==> config.mk <==
export PLATFORM = sky130hd
export DESIGN_NAME = ps2_keyboard_flat
export DESIGN_NICKNAME = d
export VERILOG_FILES = /design/src/rtl/hack_kbd_pkg.sv /design/src/rtl/ps2_keyboard_if.sv /design/src/rtl/ps2_rx.sv /design/src/rtl/ps2_keyboard.sv /design/src/flat_wrapper.sv
export SDC_FILE = /design/constraint.sdc
export NUM_CORES = 1
export LEC_CHECK = 0
export ABC_AREA = 0
export BUFFER_PORTS_ARGS = -buffer_cell sky130_fd_sc_hd__buf_4
export CORE_ASPECT_RATIO = 0.7
export CORE_MARGIN = 2
export CORE_UTILIZATION = 55
export DETAILED_ROUTE_END_ITERATION = 6
export PLACE_DENSITY = 0.77
export SYNTH_ARGS = -nofsm -noshare
export SYNTH_HDL_FRONTEND = slang
export SYNTH_SLANG_ARGS = --single-unit
==> constraint.sdc <==
create_clock -name clk -period 5.55 [get_ports clk]
set_input_delay 0.555 -clock clk [delete_from_list [all_inputs] [get_ports clk]]
set_output_delay 0.555 -clock clk [all_outputs]
set_load 0.03 [all_outputs]
==> src/rtl/hack_kbd_pkg.sv <==
`default_nettype none
// ============================================================================
//  Module      : hack_kbd_pkg
//  Description : Shared Hack keyboard constants (key codes 128-152, memory-map
//                address of the keyboard register) and the PS/2 receive FSM
//                state encoding. Also imported by the CPU memory map.
//  Revision    : 1.0 - initial release
// ============================================================================
package hack_kbd_pkg;

    // Hack memory-mapped keyboard register
    localparam logic [15:0] c_hack_kbd_addr  = 16'd24576;

    // Hack special key codes
    localparam logic [7:0]  c_key_newline    = 8'd128;
    localparam logic [7:0]  c_key_backspace  = 8'd129;
    localparam logic [7:0]  c_key_left       = 8'd130;
    localparam logic [7:0]  c_key_up         = 8'd131;
    localparam logic [7:0]  c_key_right      = 8'd132;
    localparam logic [7:0]  c_key_down       = 8'd133;
    localparam logic [7:0]  c_key_home       = 8'd134;
    localparam logic [7:0]  c_key_end        = 8'd135;
    localparam logic [7:0]  c_key_pgup       = 8'd136;
    localparam logic [7:0]  c_key_pgdn       = 8'd137;
    localparam logic [7:0]  c_key_insert     = 8'd138;
    localparam logic [7:0]  c_key_delete     = 8'd139;
    localparam logic [7:0]  c_key_esc        = 8'd140;
    localparam logic [7:0]  c_key_f1         = 8'd141;   // F2..F12 follow consecutively

    // Scancode set 2 prefix / modifier bytes
    localparam logic [7:0]  c_sc_ext         = 8'hE0;
    localparam logic [7:0]  c_sc_brk         = 8'hF0;
    localparam logic [7:0]  c_sc_lshift      = 8'h12;
    localparam logic [7:0]  c_sc_rshift      = 8'h59;

    // PS/2 frame receiver states
    typedef enum logic [1:0] {
        ST_IDLE   = 2'd0,
        ST_DATA   = 2'd1,
        ST_PARITY = 2'd2,
        ST_STOP   = 2'd3
    } rx_state_t;

endpackage
`default_nettype wire

==> src/rtl/ps2_keyboard_if.sv <==
`default_nettype none
// ============================================================================
//  Module      : ps2_keyboard_if
//  Description : PS/2 keyboard bundle. ps2_clk/ps2_data come from the
//                keyboard; key_code, scan_byte, scan_valid, frame_err go to
//                the Hack system.
//                master : keyboard/host side (drives the PS/2 lines)
//                slave  : ps2_keyboard block
//  Revision    : 1.0 - initial release
// ============================================================================
interface ps2_keyboard_if;
    logic        ps2_clk;
    logic        ps2_data;
    logic [15:0] key_code;
    logic [7:0]  scan_byte;
    logic        scan_valid;
    logic        frame_err;

    modport master (output ps2_clk, ps2_data,
                    input  key_code, scan_byte, scan_valid, frame_err);
    modport slave  (input  ps2_clk, ps2_data,
                    output key_code, scan_byte, scan_valid, frame_err);
endinterface
`default_nettype wire

==> src/rtl/ps2_rx.sv <==
`default_nettype none
// ============================================================================
//  Module      : ps2_rx
//  Description : PS/2 frame receiver. Synchronizes and deglitches the PS/2
//                lines, receives start/8 data/odd parity/stop frames on
//                falling edges of ps2_clk, aborts frames on timeout.
//  Ports       : clk, rst        - system clock, sync active-high reset
//                i_ps2_clk/data  - raw asynchronous PS/2 lines
//                o_scan_byte     - last good byte
//                o_scan_valid    - 1-cycle pulse when o_scan_byte updates
//                o_frame_err     - 1-cycle pulse on parity/stop/timeout error
//  Revision    : 1.0 - initial release
// ============================================================================
module ps2_rx
    import hack_kbd_pkg::*;
#(
    parameter int CLK_HZ     = 50_000_000,
    parameter int TIMEOUT_US = 200
) (
    input  wire logic       clk,
    input  wire logic       rst,
    input  wire logic       i_ps2_clk,
    input  wire logic       i_ps2_data,
    output logic [7:0]      o_scan_byte,
    output logic            o_scan_valid,
    output logic            o_frame_err
);

    localparam int                  c_timeout_cyc = CLK_HZ / 1_000_000 * TIMEOUT_US;
    localparam int                  c_to_w        = $clog2(c_timeout_cyc + 1);
    localparam logic [c_to_w-1:0]   c_timeout_v   = c_to_w'(c_timeout_cyc);

    logic [1:0]        r_clk_sync;
    logic [1:0]        r_data_sync;
    logic              r_clk_db;
    logic              r_clk_db_q;
    logic [2:0]        r_db_cnt;
    rx_state_t         r_state;
    rx_state_t         w_state_nxt;
    logic [2:0]        r_bit_cnt;
    logic [7:0]        r_shift;
    logic              r_par_ok;
    logic [c_to_w-1:0] r_to_cnt;
    logic [7:0]        r_scan_byte;
    logic              r_scan_valid;
    logic              r_frame_err;

    logic              w_clk_s;
    logic              w_data_s;
    logic              w_fall;
    logic              w_timeout;
    logic              w_shift_en;
    logic              w_par_en;
    logic              w_valid_nxt;
    logic              w_err_nxt;

    assign w_clk_s   = r_clk_sync[1];
    assign w_data_s  = r_data_sync[1];
    assign w_fall    = r_clk_db_q & ~r_clk_db;
    assign w_timeout = (r_state != ST_IDLE) && (r_to_cnt == c_timeout_v);

    // Synchronizers and deglitcher: the filtered clock only follows the
    // synchronized one after 8 consecutive samples that disagree with it.
    // Reset drives the filtered clock low so no false falling edge can
    // appear after reset, whatever level ps2_clk sits at.
    always_ff @(posedge clk) begin
        if (rst) begin
            r_clk_sync  <= 2'b00;
            r_data_sync <= 2'b00;
            r_clk_db    <= 1'b0;
            r_clk_db_q  <= 1'b0;
            r_db_cnt    <= 3'd0;
        end else begin
            r_clk_sync  <= {r_clk_sync[0], i_ps2_clk};
            r_data_sync <= {r_data_sync[0], i_ps2_data};
            r_clk_db_q  <= r_clk_db;
            if (w_clk_s != r_clk_db) begin
                if (r_db_cnt == 3'd7) begin
                    r_clk_db <= w_clk_s;
                    r_db_cnt <= 3'd0;
                end else begin
                    r_db_cnt <= r_db_cnt + 3'd1;
                end
            end else begin
                r_db_cnt <= 3'd0;
            end
        end
    end

    always_ff @(posedge clk) begin
        if (rst) begin
            r_state <= ST_IDLE;
        end else begin
            r_state <= w_state_nxt;
        end
    end

    always_comb begin
        w_state_nxt = r_state;
        w_shift_en  = 1'b0;
        w_par_en    = 1'b0;
        w_valid_nxt = 1'b0;
        w_err_nxt   = 1'b0;
        if (w_timeout) begin
            w_state_nxt = ST_IDLE;
            w_err_nxt   = 1'b1;
        end else if (w_fall) begin
            case (r_state)
                ST_IDLE: begin
                    if (!w_data_s) begin
                        w_state_nxt = ST_DATA;
                    end
                end
                ST_DATA: begin
                    w_shift_en = 1'b1;
                    if (r_bit_cnt == 3'd7) begin
                        w_state_nxt = ST_PARITY;
                    end
                end
                ST_PARITY: begin
                    w_par_en    = 1'b1;
                    w_state_nxt = ST_STOP;
                end
                ST_STOP: begin
                    w_state_nxt = ST_IDLE;
                    if (w_data_s && r_par_ok) begin
                        w_valid_nxt = 1'b1;
                    end else begin
                        w_err_nxt   = 1'b1;
                    end
                end
                default: w_state_nxt = ST_IDLE;
            endcase
        end
    end

    // Datapath: shift register, bit counter, parity, timeout counter.
    always_ff @(posedge clk) begin
        if (rst) begin
            r_bit_cnt    <= 3'd0;
            r_shift      <= 8'd0;
            r_par_ok     <= 1'b0;
            r_to_cnt     <= '0;
            r_scan_byte  <= 8'd0;
            r_scan_valid <= 1'b0;
            r_frame_err  <= 1'b0;
        end else begin
            if (r_state == ST_IDLE) begin
                r_bit_cnt <= 3'd0;
            end else if (w_shift_en) begin
                r_bit_cnt <= r_bit_cnt + 3'd1;
            end
            if (w_shift_en) begin
                r_shift <= {w_data_s, r_shift[7:1]};     // LSB arrives first
            end
            if (w_par_en) begin
                r_par_ok <= ^{r_shift, w_data_s};        // odd parity -> XOR is 1
            end
            // Cycles since the last edge; saturates at the timeout value.
            if ((r_state == ST_IDLE) || w_fall) begin
                r_to_cnt <= '0;
            end else if (r_to_cnt != c_timeout_v) begin
                r_to_cnt <= r_to_cnt + 1'b1;
            end
            if (w_valid_nxt) begin
                r_scan_byte <= r_shift;
            end
            r_scan_valid <= w_valid_nxt;
            r_frame_err  <= w_err_nxt;
        end
    end

    assign o_scan_byte  = r_scan_byte;
    assign o_scan_valid = r_scan_valid;
    assign o_frame_err  = r_frame_err;

endmodule
`default_nettype wire

==> src/rtl/ps2_keyboard.sv <==
`default_nettype none
// ============================================================================
//  Module      : ps2_keyboard
//  Description : PS/2 keyboard to Hack keyboard register. Receives scancode
//                set 2 bytes via ps2_rx and decodes make/break sequences into
//                the Hack key code of the currently held key.
//  Ports       : clk, rst - system clock, sync active-high reset
//                bus      - ps2_keyboard_if.slave: ps2_clk, ps2_data in;
//                           key_code, scan_byte, scan_valid, frame_err out
//  Revision    : 1.0 - initial release
// ============================================================================
module ps2_keyboard
    import hack_kbd_pkg::*;
#(
    parameter int CLK_HZ     = 50_000_000,
    parameter int TIMEOUT_US = 200
) (
    input  wire logic        clk,
    input  wire logic        rst,
    ps2_keyboard_if.slave    bus
);

    logic [7:0]  w_scan_byte;
    logic        w_scan_valid;
    logic        w_frame_err;
    logic [8:0]  w_scan;
    logic [7:0]  w_make_code;

    logic        r_ext;
    logic        r_brk;
    logic        r_shift_l;
    logic        r_shift_r;
    logic [8:0]  r_held_scan;
    logic [15:0] r_key_code;

    ps2_rx #(
        .CLK_HZ     (CLK_HZ),
        .TIMEOUT_US (TIMEOUT_US)
    ) u_rx (
        .clk          (clk),
        .rst          (rst),
        .i_ps2_clk    (bus.ps2_clk),
        .i_ps2_data   (bus.ps2_data),
        .o_scan_byte  (w_scan_byte),
        .o_scan_valid (w_scan_valid),
        .o_frame_err  (w_frame_err)
    );

    // {ext, scancode} -> Hack code; 0 means the key has no Hack code.
    function automatic logic [7:0] f_key_lookup(input logic [8:0] scan, input logic shift);
        logic [7:0] lo;
        logic [7:0] hi;
        lo = 8'd0;
        hi = 8'd0;
        case (scan)
            9'h01C: begin lo = "a"; hi = "A"; end   9'h032: begin lo = "b"; hi = "B"; end
            9'h021: begin lo = "c"; hi = "C"; end   9'h023: begin lo = "d"; hi = "D"; end
            9'h024: begin lo = "e"; hi = "E"; end   9'h02B: begin lo = "f"; hi = "F"; end
            9'h034: begin lo = "g"; hi = "G"; end   9'h033: begin lo = "h"; hi = "H"; end
            9'h043: begin lo = "i"; hi = "I"; end   9'h03B: begin lo = "j"; hi = "J"; end
            9'h042: begin lo = "k"; hi = "K"; end   9'h04B: begin lo = "l"; hi = "L"; end
            9'h03A: begin lo = "m"; hi = "M"; end   9'h031: begin lo = "n"; hi = "N"; end
            9'h044: begin lo = "o"; hi = "O"; end   9'h04D: begin lo = "p"; hi = "P"; end
            9'h015: begin lo = "q"; hi = "Q"; end   9'h02D: begin lo = "r"; hi = "R"; end
            9'h01B: begin lo = "s"; hi = "S"; end   9'h02C: begin lo = "t"; hi = "T"; end
            9'h03C: begin lo = "u"; hi = "U"; end   9'h02A: begin lo = "v"; hi = "V"; end
            9'h01D: begin lo = "w"; hi = "W"; end   9'h022: begin lo = "x"; hi = "X"; end
            9'h035: begin lo = "y"; hi = "Y"; end   9'h01A: begin lo = "z"; hi = "Z"; end
            9'h016: begin lo = "1"; hi = "!"; end   9'h01E: begin lo = "2"; hi = "@"; end
            9'h026: begin lo = "3"; hi = "#"; end   9'h025: begin lo = "4"; hi = "$"; end
            9'h02E: begin lo = "5"; hi = "%"; end   9'h036: begin lo = "6"; hi = "^"; end
            9'h03D: begin lo = "7"; hi = "&"; end   9'h03E: begin lo = "8"; hi = "*"; end
            9'h046: begin lo = "9"; hi = "("; end   9'h045: begin lo = "0"; hi = ")"; end
            9'h00E: begin lo = 8'h60; hi = "~"; end 9'h04E: begin lo = "-"; hi = "_"; end
            9'h055: begin lo = "="; hi = "+"; end   9'h054: begin lo = "["; hi = "{"; end
            9'h05B: begin lo = "]"; hi = "}"; end   9'h05D: begin lo = "\\"; hi = "|"; end
            9'h04C: begin lo = ";"; hi = ":"; end   9'h052: begin lo = "'"; hi = "\""; end
            9'h041: begin lo = ","; hi = "<"; end   9'h049: begin lo = "."; hi = ">"; end
            9'h04A: begin lo = "/"; hi = "?"; end   9'h029: begin lo = " "; hi = " "; end
            9'h05A: begin lo = c_key_newline;   hi = lo; end
            9'h066: begin lo = c_key_backspace; hi = lo; end
            9'h076: begin lo = c_key_esc;       hi = lo; end
            9'h16B: begin lo = c_key_left;      hi = lo; end
            9'h175: begin lo = c_key_up;        hi = lo; end
            9'h174: begin lo = c_key_right;     hi = lo; end
            9'h172: begin lo = c_key_down;      hi = lo; end
            9'h16C: begin lo = c_key_home;      hi = lo; end
            9'h169: begin lo = c_key_end;       hi = lo; end
            9'h17D: begin lo = c_key_pgup;      hi = lo; end
            9'h17A: begin lo = c_key_pgdn;      hi = lo; end
            9'h170: begin lo = c_key_insert;    hi = lo; end
            9'h171: begin lo = c_key_delete;    hi = lo; end
            9'h005: begin lo = c_key_f1;          hi = lo; end
            9'h006: begin lo = c_key_f1 + 8'd1;   hi = lo; end
            9'h004: begin lo = c_key_f1 + 8'd2;   hi = lo; end
            9'h00C: begin lo = c_key_f1 + 8'd3;   hi = lo; end
            9'h003: begin lo = c_key_f1 + 8'd4;   hi = lo; end
            9'h00B: begin lo = c_key_f1 + 8'd5;   hi = lo; end
            9'h083: begin lo = c_key_f1 + 8'd6;   hi = lo; end
            9'h00A: begin lo = c_key_f1 + 8'd7;   hi = lo; end
            9'h001: begin lo = c_key_f1 + 8'd8;   hi = lo; end
            9'h009: begin lo = c_key_f1 + 8'd9;   hi = lo; end
            9'h078: begin lo = c_key_f1 + 8'd10;  hi = lo; end
            9'h007: begin lo = c_key_f1 + 8'd11;  hi = lo; end
            default: begin lo = 8'd0; hi = 8'd0; end
        endcase
        return shift ? hi : lo;
    endfunction

    assign w_scan      = {r_ext, w_scan_byte};
    assign w_make_code = f_key_lookup(w_scan, r_shift_l | r_shift_r);

    // Frame errors never reach this logic: only scan_valid bytes are decoded,
    // so ext/brk/key_code survive a corrupted frame untouched.
    always_ff @(posedge clk) begin
        if (rst) begin
            r_ext       <= 1'b0;
            r_brk       <= 1'b0;
            r_shift_l   <= 1'b0;
            r_shift_r   <= 1'b0;
            r_held_scan <= 9'd0;
            r_key_code  <= 16'd0;
        end else if (w_scan_valid) begin
            if (w_scan_byte == c_sc_ext) begin
                r_ext <= 1'b1;
            end else if (w_scan_byte == c_sc_brk) begin
                r_brk <= 1'b1;
            end else begin
                r_ext <= 1'b0;
                r_brk <= 1'b0;
                if (w_scan_byte == c_sc_lshift) begin
                    r_shift_l <= ~r_brk;
                end else if (w_scan_byte == c_sc_rshift) begin
                    r_shift_r <= ~r_brk;
                end else if (!r_brk) begin
                    // Typematic repeats reload the same value directly.
                    if (w_make_code != 8'd0) begin
                        r_key_code  <= {8'd0, w_make_code};
                        r_held_scan <= w_scan;
                    end
                end else if (w_scan == r_held_scan) begin
                    r_key_code <= 16'd0;
                end
            end
        end
    end

    assign bus.key_code   = r_key_code;
    assign bus.scan_byte  = w_scan_byte;
    assign bus.scan_valid = w_scan_valid;
    assign bus.frame_err  = w_frame_err;

endmodule
`default_nettype wire

==> src/flat_wrapper.sv <==
// flat-port wrapper written by rule: the top's interface ports become plain ports
module ps2_keyboard_flat import hack_kbd_pkg::*;
#(
    parameter int CLK_HZ     = 50_000_000,
    parameter int TIMEOUT_US = 200
)
  (clk, rst, bus_ps2_clk, bus_ps2_data, bus_key_code, bus_scan_byte, bus_scan_valid, bus_frame_err);
  ps2_keyboard_if bus_i ();
  input  wire logic clk;
  input  wire logic rst;
  input wire logic [$bits(bus_i.ps2_clk)-1:0] bus_ps2_clk;
  input wire logic [$bits(bus_i.ps2_data)-1:0] bus_ps2_data;
  output wire logic [$bits(bus_i.key_code)-1:0] bus_key_code;
  output wire logic [$bits(bus_i.scan_byte)-1:0] bus_scan_byte;
  output wire logic [$bits(bus_i.scan_valid)-1:0] bus_scan_valid;
  output wire logic [$bits(bus_i.frame_err)-1:0] bus_frame_err;
  assign bus_i.ps2_clk = bus_ps2_clk;
  assign bus_i.ps2_data = bus_ps2_data;
  assign bus_key_code = bus_i.key_code;
  assign bus_scan_byte = bus_i.scan_byte;
  assign bus_scan_valid = bus_i.scan_valid;
  assign bus_frame_err = bus_i.frame_err;
  ps2_keyboard #(.CLK_HZ(CLK_HZ), .TIMEOUT_US(TIMEOUT_US)) u_core (.clk(clk), .rst(rst), .bus(bus_i));
endmodule
* Word-level counts from Yosys, hierarchy flattened
Index checks and enable logic that the tools add are counted.
** Word-level totals
- Flip-flop bits (word level) :: 76
- Latch bits :: 0
- Memory bits (writable) :: 0
- Memory bits (read-only) :: 0
- Input port bits :: 4
- Output and inout port bits :: 26
- Word-level logic and storage cells :: 167
- Memories :: 0
** Cells by class
- $add $sub $neg :: 3
- Multiply operators :: 0
- Divide/modulo/power cells :: 0
- $lt $le $gt $ge :: 0
- Eq/ne operators :: 90
- Shift operators :: 0
- Multiplexer cells :: 26
- Bitwise operators :: 9
- Reduce and logical (&&, ||, !) cells :: 20
** Operator list (count)
- 8-bit case mux with 73 select lines :: 2
- 9-bit by 6-bit equality test with 1-bit output (second input constant) :: 23
- 9-bit by 7-bit equality test with 1-bit output (second input constant) :: 21
- 9-bit equality test (second input constant) :: 10
- 9-bit by 5-bit equality test with 1-bit output (second input constant) :: 7
- 16-bit two-way mux :: 3
- 9-bit by 4-bit equality test with 1-bit output (second input constant) :: 5
- 9-bit by 3-bit equality test with 1-bit output (second input constant) :: 4
- 1-bit two-way mux :: 17
- 8-bit equality test (second input constant) :: 2
- 14-bit by 1-bit adder with 14-bit output (second input constant) :: 1
- 14-bit equality test (second input constant) :: 1
- 14-bit inequality test (second input constant) :: 1
- 7-bit AND reduction :: 2
- 9-bit by 1-bit equality test with 1-bit output (second input constant) :: 1
- 9-bit by 2-bit equality test with 1-bit output (second input constant) :: 1
- 9-bit by 8-bit equality test with 1-bit output (second input constant) :: 1
- 9-bit equality test :: 1
- 9-bit parity :: 1
- 8-bit by 5-bit equality test with 1-bit output (second input constant) :: 1
- 8-bit by 7-bit equality test with 1-bit output (second input constant) :: 1
- 8-bit two-way mux :: 1
- 2-bit case mux with 4 select lines :: 1
- 8-bit nonzero test :: 1
- other kinds (21) :: 39

* Logic depth before layout (Yosys ltp)
Gate-level depths: netlist (run 1).
- Word-level depth :: 6
- Gate-level depth with buffers :: 12

* By module
From an unflattened synthesis (run 1), not the netlist that was laid out.
** Unflattened totals
- Cell total of the unflattened synthesis :: 613
- Area, all modules :: 4824.6 um2
** By module, submodules not included
- ps2_keyboard :: times used 1, cells an instance 381, area an instance 2702.6 um2
- ps2_rx :: times used 1, cells an instance 232, area an instance 2122.0 um2

* Least setup slack after synthesis (run 1)
Ideal clock, no wire load.
- Kind :: register to register
- Start point :: reg u_core.u_rx.r_scan_byte[6] (netlist: u_core.u_rx.o_scan_byte[6])
- End point :: reg u_core.r_key_code[0] (netlist: u_core.bus.key_code[0])
- Setup time :: 70 ps
- Arrival :: 2716 ps
- Required time :: 5480 ps
- Path slack :: 2763 ps
- Stages on the path, launching flop included :: 12
- Period minus slack after synthesis :: 2787 ps
- Cell sequence :: dfxtp_1 > buf_2 > buf_4 > and3b_1 > o2111ai_1 > nand2_1 > nand4b_1 > or4_4 > o21a_1 > buf_6 > nor3b_4 > o2bb2ai_1
** On the way
- Word-level cells in the longest chain between the ends :: 6
- Elaborated cells between the ends (all ways) :: 91
- Those cells by class :: eq/ne: 79; mux: 5; bitwise: 4; reduce/logical: 3
** Ends and longest elaborated chain
- start: declaration :: RTL line ps2_rx.sv:44 : logic [7:0] r_scan_byte;
- start signal: assignment :: RTL line ps2_rx.sv:166 : r_scan_byte <= r_shift;
- 9-bit by 3-bit equality test with 1-bit output (tied with other cells) :: RTL line ps2_keyboard.sv:55 : case (scan)
- 8-bit case mux with 73 select lines :: RTL line ps2_keyboard.sv:55
- 8-bit two-way mux :: RTL line ps2_keyboard.sv:107 : return shift ? hi : lo;
- 8-bit nonzero test :: RTL line ps2_keyboard.sv:137 : if (w_make_code != 8'd0) begin
- 2-bit nonzero test (no source line)
- 7-bit AND reduction (no source line)
- end signal: assignment :: RTL line ps2_keyboard.sv:138 : r_key_code <= {8'd0, w_make_code};
- end: declaration :: RTL line ps2_keyboard.sv:34 : logic [15:0] r_key_code;
Parallel ways exist; a longest one is shown, timed or not. The select of a mux whose other input is x is not followed.
A chain may end at the register's enable or synchronous reset.

* Final worst setup path (run 1)
- Start point :: reg u_core.u_rx.r_scan_byte[1] (netlist: u_core.u_rx.o_scan_byte[1])
- End point :: reg u_core.r_key_code[0] (netlist: u_core.bus.key_code[0])
Same word-level chain as after synthesis.

==> metrics.txt, run 1 <==
outcome finished, violations left; failing checks design-rule violations; Skew-Pair Late Insertion Delay 0.34 ns; Static Leak 1.92 nW; top cell type by total area after synthesis dfxtp_1; Placed Cells 698; Post-synth ARST share 0%; CTS Sinks 68; Worst Path Max Fanout 19; Synth top cells by count nor2_1 (73), dfxtp_1 (68), nand2_1 (52), a21oi_1 (40), o21ai_0 (33); initial antenna violation count 0; ANT cells 0; hold path cells 1; Starting Density 55.8%; Rows 28; M1 WL 6730 um; Buf+Inv Stages, Crit Path 1; Critical Path AT 3.91 ns; clock transition at the registers of the reported paths 0.06 ns; clock skew 0.0106 ns; share of power burned in the clock network 55.1%; final setup TNS 0 ns; total design power 1.13 mW; Sequential Area 0.00136 mm^2; worst r2r src u_core.u_rx.o_scan_byte[1]$_SDFFE_PP0P_; met3 routed WL 2190 um; routed vias/inst 6.83; sequential area share after synthesis 29.3%; FILL cells 751; post-synthesis area per instance 7.65 um^2; R2R setup slack 1.90 ns; most frequent cell after synthesis nor2_1; Post-CTS Setup Inserts 0; Via Count 4875; Tmin final 3.65 ns; All-Layer GR Usage 35.0%; first-pass GRT wire length 24500 um; crit-path cells buf_4, nand2b_1, o22ai_1, a32oi_1, nand2_1, or4_4, o21a_1, nor3b_4, o2bb2ai_1; Die Ht 80.9 um; Gate power share 1.6%; Distinct cells, synth 72; post-route ant nets 0; maximum VDD drop 0.000201 V; post-detailed-placement half-perimeter wirelength 11200 um; Root Driver clkbuf_16; internal power 0.889 mW; hold_buf cts 0; fin cells 714; # IOs 30; Startpoint Class flop; relative slew slack 30.6%; final worst-path cycle share 65.7%; Mapped Area 0.00465 mm^2; DR WL met2 6470 um; CP max stage cell dfxtp_1; PostCTS Resize Cnt 0; Seq cells post-synth 68; Final #Nets 618; IO buf count 21; die width 114 um; DR pass1 iterations 7; dominant cells by area after synthesis dfxtp_1 (29%), nor2_1 (5.9%), mux2i_1 (5.2%); Most used DFF post-synth dfxtp_1; slowest cell delay on critical path 0.75 ns; die area 0.00922 mm^2; CTS H-tree depth 3; WL final 15800 um; slack of the critical path 1.90 ns; pre-CTS setup slack 1.97 ns; Core Box Area 0.00834 mm^2; synth warn 0; Worst Path Class, Setup reg -> reg; synth-to-layout area growth 8.82%; grt ovf 0; number of global-route vias before repair 4431; Slew Limit Fails 0; family with the most delay on the worst path simple AND/OR/NAND/NOR gates; sequential power share 43.3%; min-delay worst type reg -> reg; share of layout cells above drive strength 1 9.85%; crit end category flop; TritonCTS Buffers 9; Multi-input gate area 0.00297 mm^2; final hold violations 0; switching share of total power 21.4%; # setup viols final 0; Cell Pwr Density 224 mW/mm^2; Hold Crit Start u_core.u_rx.r_db_cnt[0]$_SDFF_PP0_; max-cap violations 0; number of enable flip-flop cells after synthesis 0; Worst Reg-to-Reg Cells 9; Critical Path RT 5.81 ns; cells after synthesis 608; drt wl/cell 22.1 um; CTS tree done; Sw Pwr 0.243 mW; drt drc 1; Hold Path End u_core.u_rx.r_db_cnt[0]$_SDFF_PP0_; slew at the pin with the worst max-slew slack 1.04 ns; Clock Path Buffers 2; Synth top area share 29.3%; reg2reg end u_core.bus.key_code[0]$_SDFFE_PP0P_; largest net degree at the start of global routing 50; RSZ-0062 raised after global routing false; gp weighted congestion 1.09; worst hold slack 0.430 ns; achievable frequency 274 MHz; 1st-iter DRT viols 736; top layer in use met4
==> cell usage in the layout (no fill, tap or decap), drive strengths merged, types with 11 or more instances in the layout <==
cell type | Yosys | layout
nor2b | 14 | 14
buf | 38 | 32
nor3 | 21 | 21
o21ai | 34 | 34
nor2 | 73 | 73
xnor2 | 26 | 26
or3 | 11 | 11
inv | 9 | 11
a21oi | 40 | 40
nand3 | 31 | 31
dfxtp | 68 | 68
nand2 | 52 | 52
nand4 | 11 | 11
mux2i | 24 | 24
==> layer usage <==
layer / track usage [%] / up-vias
li1: - / 2151
met1: 48.5 / 2292
met2: 51.7 / 377
met3: 13.1 / 55
met4: 8.54 / 0
met5: 0 / -
==> area by class of cell <==
type	instances	area share, %
multi-input combinational	483	58.6
sequential	68	26.9
timing repair buffer	32	4.75
clock buffer	9	4.45
tap	105	2.60
clock inverter	7	1.95
inverter	10	0.741
==> logic make-up after synthesis <==
kind of cell / Yosys count / share of synthesized area [%]
AOI/OAI and AO/OA: 131 / 17.8
xor gates and xnor gates: 36 / 6.78
adders and majority gates: 10 / 2.69
buffers and inverters: 64 / 7.50
DFF: 68 / 29.3
muxes: 25 / 5.41
other: 1 / 0.0806
and+or+nand+nor: 273 / 30.5
==> per-stage QoR <==
step / util, % / area, um^2
3_3_place_gp: 56.8 / 4740
5_1_grt: 60.7 / 5060
4_1_cts: 60.7 / 5060
2_1_floorplan: - / 4680
3_5_place_dp: 56.8 / 4740
6_report: 60.7 / 5060
==> power groups by stage <==
stage | Clock, mW | Sequential (mW) | Combinational [mW]
floorplan | 0 | 0.501 | 0.0191
global placement | 0 | 0.501 | 0.0173
detailed placement | 0 | 0.501 | 0.0177
CTS | 0.626 | 0.491 | 0.0178
global route | 0.646 | 0.491 | 0.0196
finish | 0.623 | 0.491 | 0.0179
==> worst max path at each step <==
stage                                             from                                   to  slack [ns]  cells past startpoint
2_1_floorplan  u_core.u_rx.o_scan_byte[6]$_SDFFE_PP0P_  u_core.bus.key_code[0]$_SDFFE_PP0P_        2.76                     11
3_3_place_gp   u_core.u_rx.o_scan_byte[1]$_SDFFE_PP0P_  u_core.bus.key_code[2]$_SDFFE_PP0P_        2.03                      9
3_5_place_dp   u_core.u_rx.o_scan_byte[1]$_SDFFE_PP0P_  u_core.bus.key_code[0]$_SDFFE_PP0P_        1.97                      9
4_1_cts        u_core.u_rx.o_scan_byte[1]$_SDFFE_PP0P_  u_core.bus.key_code[0]$_SDFFE_PP0P_        1.96                      9
5_1_grt        u_core.u_rx.o_scan_byte[1]$_SDFFE_PP0P_  u_core.bus.key_code[0]$_SDFFE_PP0P_        1.69                      9
6_report       u_core.u_rx.o_scan_byte[1]$_SDFFE_PP0P_  u_core.bus.key_code[0]$_SDFFE_PP0P_        1.90                      9
==> registers in the layout, summed over array words and instances (netlist names) <==
register	count
u_core.bus.key_code	8
u_core.r_brk	1
u_core.r_ext	1
u_core.r_held_scan	9
u_core.r_shift_l	1
u_core.r_shift_r	1
u_core.u_rx.o_frame_err	1
u_core.u_rx.o_scan_byte	8
u_core.u_rx.o_scan_valid	1
u_core.u_rx.r_bit_cnt	3
u_core.u_rx.r_clk_db	1
u_core.u_rx.r_clk_db_q	1
u_core.u_rx.r_clk_sync	2
u_core.u_rx.r_data_sync	2
u_core.u_rx.r_db_cnt	3
u_core.u_rx.r_par_ok	1
u_core.u_rx.r_shift	8
u_core.u_rx.r_state	2
u_core.u_rx.r_to_cnt	14
Power figures use the tool's default switching activity.
==> run 2, diff against run 1 <==
--- a/config.mk
+++ b/config.mk
@@ -5,7 +5,7 @@
 export SDC_FILE = /design/constraint.sdc
 export NUM_CORES = 1
 export LEC_CHECK = 0
-export ABC_AREA = 0
+export ABC_AREA = 1
 export BUFFER_PORTS_ARGS = -buffer_cell sky130_fd_sc_hd__buf_4
 export CORE_ASPECT_RATIO = 0.7
 export CORE_MARGIN = 2
==> constraint.sdc (replaced) <==
create_clock -name clk -period 3.8 [get_ports clk]
set_input_delay 0.38 -clock clk [delete_from_list [all_inputs] [get_ports clk]]
set_output_delay 0.38 -clock clk [all_outputs]
set_load 0.03 [all_outputs]
==> run 2 against run 1 <==
The run now ends clean; die area fell by 2.1%; via count rose by 1.0%; cell area fell by 1.8%; routed wire length fell by 14%; fmax rose by 24%; non-clock buffer count fell by 11; cell count rose by 20%; clock power rose by 18%; global-route usage fell by 3.5 points.
==> metrics.txt, run 2 <==
hold_buf cts 0 (unchanged); Static Leak 2.44 nW (was 1.92 nW); number of enable flip-flop cells after synthesis 0 (unchanged); CTS Sinks 68 (unchanged); Worst Path Max Fanout 21 (was 19); cells after synthesis 739 (was 608); largest register by flop count u_core.u_rx.r_to_cnt (unchanged); routed vias/inst 5.73 (was 6.83); Post-CTS Setup Inserts 0 (unchanged); post-synthesis area per instance 6.16 um^2 (was 7.65 um^2); CTS H-tree depth 3 (unchanged); sequential power share 48.4% (was 43.3%); outcome finished clean (was finished, violations left); Via Count 4925 (was 4875); drt wl/cell 15.8 um (was 22.1 um); final worst-path cycle share 77.6% (was 65.7%); Critical Path RT 4.03 ns (was 5.81 ns); # setup viols final 0 (unchanged); DR WL met2 5310 um (was 6470 um); gp weighted congestion 1.09 (about the same); max-cap violations 0 (unchanged); All-Layer GR Usage 31.5% (was 35.0%); Core Box Area 0.00794 mm^2 (was 0.00834 mm^2); TritonCTS Buffers 9 (unchanged); Slew Limit Fails 0 (unchanged); top cell type by total area after synthesis dfxtp_1 (unchanged); number of global-route vias before repair 4622 (was 4431); 1st-iter DRT viols 520 (was 736); Synth top area share 29.9% (was 29.3%); Placed Cells 844 (was 698); top layer in use met4 (unchanged); Rows 27 (was 28); Cell Pwr Density 298 mW/mm^2 (was 224 mW/mm^2); fin cells 859 (was 714); ANT cells 0 (unchanged); Sw Pwr 0.326 mW (was 0.243 mW); maximum VDD drop 0.000282 V (was 0.000201 V); post-detailed-placement half-perimeter wirelength 10500 um (was 11200 um); met3 routed WL 1900 um (was 2190 um); largest net degree at the start of global routing 39 (was 50); max reg flops 14 (unchanged); Skew-Pair Late Insertion Delay 0.33 ns (was 0.34 ns); Critical Path AT 3.17 ns (was 3.91 ns); Gate power share 2.2% (was 1.6%); M1 WL 6070 um (was 6730 um); synth warn 0 (unchanged); WL final 13600 um (was 15800 um); Synth top cells by count nor2_1 (160), nand2_1 (148), dfxtp_1 (68), inv_1 (68), nand3_1 (48) (was nor2_1 (73), dfxtp_1 (68), nand2_1 (52), a21oi_1 (40), o21ai_0 (33)); PostCTS Resize Cnt 0 (unchanged); slack of the critical path 0.851 ns (was 1.90 ns); slowest cell delay on critical path 0.70 ns (was 0.75 ns); dominant cells by area after synthesis dfxtp_1 (30%), nor2_1 (13%), nand2_1 (12%) (was dfxtp_1 (29%), nor2_1 (5.9%), mux2i_1 (5.2%)); most frequent cells in the layout nor2_1 (160), nand2_1 (148), inv_1 (68), dfxtp_1 (68), nand3_1 (48) (was nor2_1 (73), dfxtp_1 (68), nand2_1 (52)); pre-CTS setup slack 1.01 ns (was 1.97 ns); Most used DFF post-synth dfxtp_1 (unchanged); sequential area share after synthesis 29.9% (was 29.3%); share of layout cells above drive strength 1 11.3% (was 9.85%); top flop regs u_core.u_rx.r_to_cnt x14, u_core.r_held_scan x9 (unchanged); Root Driver clkbuf_16 (unchanged); Post-synth ARST share 0% (unchanged); die width 113 um (was 114 um); Startpoint Class flop (unchanged); most common cell after layout, fill and taps aside nor2_1 (unchanged); achievable frequency 339 MHz (was 274 MHz); switching share of total power 22.0% (was 21.4%); relative slew slack 33.0% (was 30.6%); Tmin final 2.95 ns (was 3.65 ns); first-pass GRT wire length 22600 um (was 24500 um); IO buf count 21 (unchanged); most frequent cell after synthesis nor2_1 (unchanged); Mapped Area 0.00455 mm^2 (was 0.00465 mm^2); clock transition at the registers of the reported paths 0.06 ns (about the same); Distinct cells, synth 41 (was 72); slew at the pin with the worst max-slew slack 1.00 ns (was 1.04 ns); cell mode on critical path nor2_1; CP max stage cell dfxtp_1 (unchanged); Clock Path Buffers 2 (unchanged); CTS tree done (unchanged); grt ovf 0 (unchanged); final hold violations 0 (unchanged); worst hold slack 0.247 ns (was 0.430 ns); die area 0.00903 mm^2 (was 0.00922 mm^2); post-route ant nets 0 (unchanged); # IOs 30 (unchanged); crit end category flop (unchanged); crit-path cells inv_2, nand3_1, inv_1, o21ai_2, nand2_1, nor2_1, nand2_1, nor2_2, nand3_2, nand2_4, inv_2, nor2_1, nor2_1 (was buf_4, nand2b_1, o22ai_1, a32oi_1, nand2_1, or4_4, o21a_1, nor3b_4, o2bb2ai_1); Seq cells post-synth 68 (unchanged); synth-to-layout area growth 9.24% (was 8.82%); Die Ht 80.1 um (was 80.9 um); clock skew 0.00581 ns (was 0.0106 ns); RSZ-0062 raised after global routing false (unchanged); Final #Nets 768 (was 618); initial antenna violation count 0 (unchanged); DR pass1 iterations 6 (was 7); share of power burned in the clock network 49.4% (was 55.1%); min-delay worst type in -> reg (was reg -> reg); drt drc 0 (was 1); internal power 1.16 mW (was 0.889 mW); Starting Density 57.3% (was 55.8%); final setup TNS 0 ns (unchanged); Worst Path Class, Setup reg -> reg (unchanged)
run 2: cell count changes after synthesis, moves of 10 or more:
cell	previous run	this run
nand2b_1	10	0
mux2i_1	24	0
inv_1	9	68
xnor2_1	26	7
nor2b_1	14	0
or3_1	11	0
inv_2	0	12
nor2_1	73	160
nand2_1	52	148
o21ai_1	1	11
o21ai_0	33	46
nor2_2	0	13
nand3_1	31	48
run 2: per-layer routing:
layer	track usage, %	vias to the layer above
met5	0	-
met4	10.2	0
met3	11.6	38
met2	45.6	310
met1	43.3	2185
li1	-	2392
run 2: worst paths after layout:
check	start	end	slack [ns]	cells past startpoint
worst min register to register	u_core.u_rx.r_data_sync[0]$_SDFF_PP0_	u_core.u_rx.r_data_sync[1]$_SDFF_PP0_	0.40	2
worst max-delay path	u_core.r_ext$_SDFFE_PP0P_	u_core.r_held_scan[6]$_SDFFE_PP0P_	0.85	13
worst max register to register	u_core.r_ext$_SDFFE_PP0P_	u_core.r_held_scan[6]$_SDFFE_PP0P_	0.85	13
worst min-delay path	bus_ps2_data	u_core.u_rx.r_data_sync[0]$_SDFF_PP0_	0.25	3
run 2: final cells by class:
class	count	area, um^2
inverter	82	310
clock buffer	10	229
timing repair buffer	21	158
tap	101	126
multi-input combinational	572	2760
clock inverter	5	30.0
fill	733	2970
sequential	68	1360
run 2: cells by family after synthesis:
logic type | count (synthesis) | synth area share [%]
simple gates | 431 | 41.9
compound gates | 110 | 12.8
buf+inv | 106 | 10.1
flops | 68 | 29.9
xor+xnor | 13 | 2.50
fa+ha+maj | 10 | 2.75
other cells | 1 | 0.0824
run 2: per-stage QoR:
stage / total power [mW] / instance area [um^2] / utilization [%]
6_report: 1.48 / 4970 / 62.6
5_1_grt: 1.52 / 4970 / 62.6
4_1_cts: 1.49 / 4970 / 62.6
3_5_place_dp: 0.764 / 4710 / 59.3
3_3_place_gp: 0.764 / 4710 / 59.3
2_1_floorplan: 0.765 / 4580 / -
run 2: worst max-delay path, delay by kind of cell, from the launching register on:
kind | cells | cell delay (ns)
buf+inv | 3 | 0.63
simple gates | 9 | 1.40
flops | 1 | 0.70
compound gates | 1 | 0.10
run 2: power by group through the flow:
| stage | combinational [mW] | sequential [mW] | clock (mW) |
|---|---|---|---|
| CTS | 0.0323 | 0.717 | 0.745 |
| global placement | 0.0315 | 0.732 | 0 |
| floorplan | 0.0328 | 0.732 | 0 |
| finish | 0.0326 | 0.717 | 0.733 |
| global route | 0.0361 | 0.717 | 0.770 |
| detailed placement | 0.0320 | 0.732 | 0 |
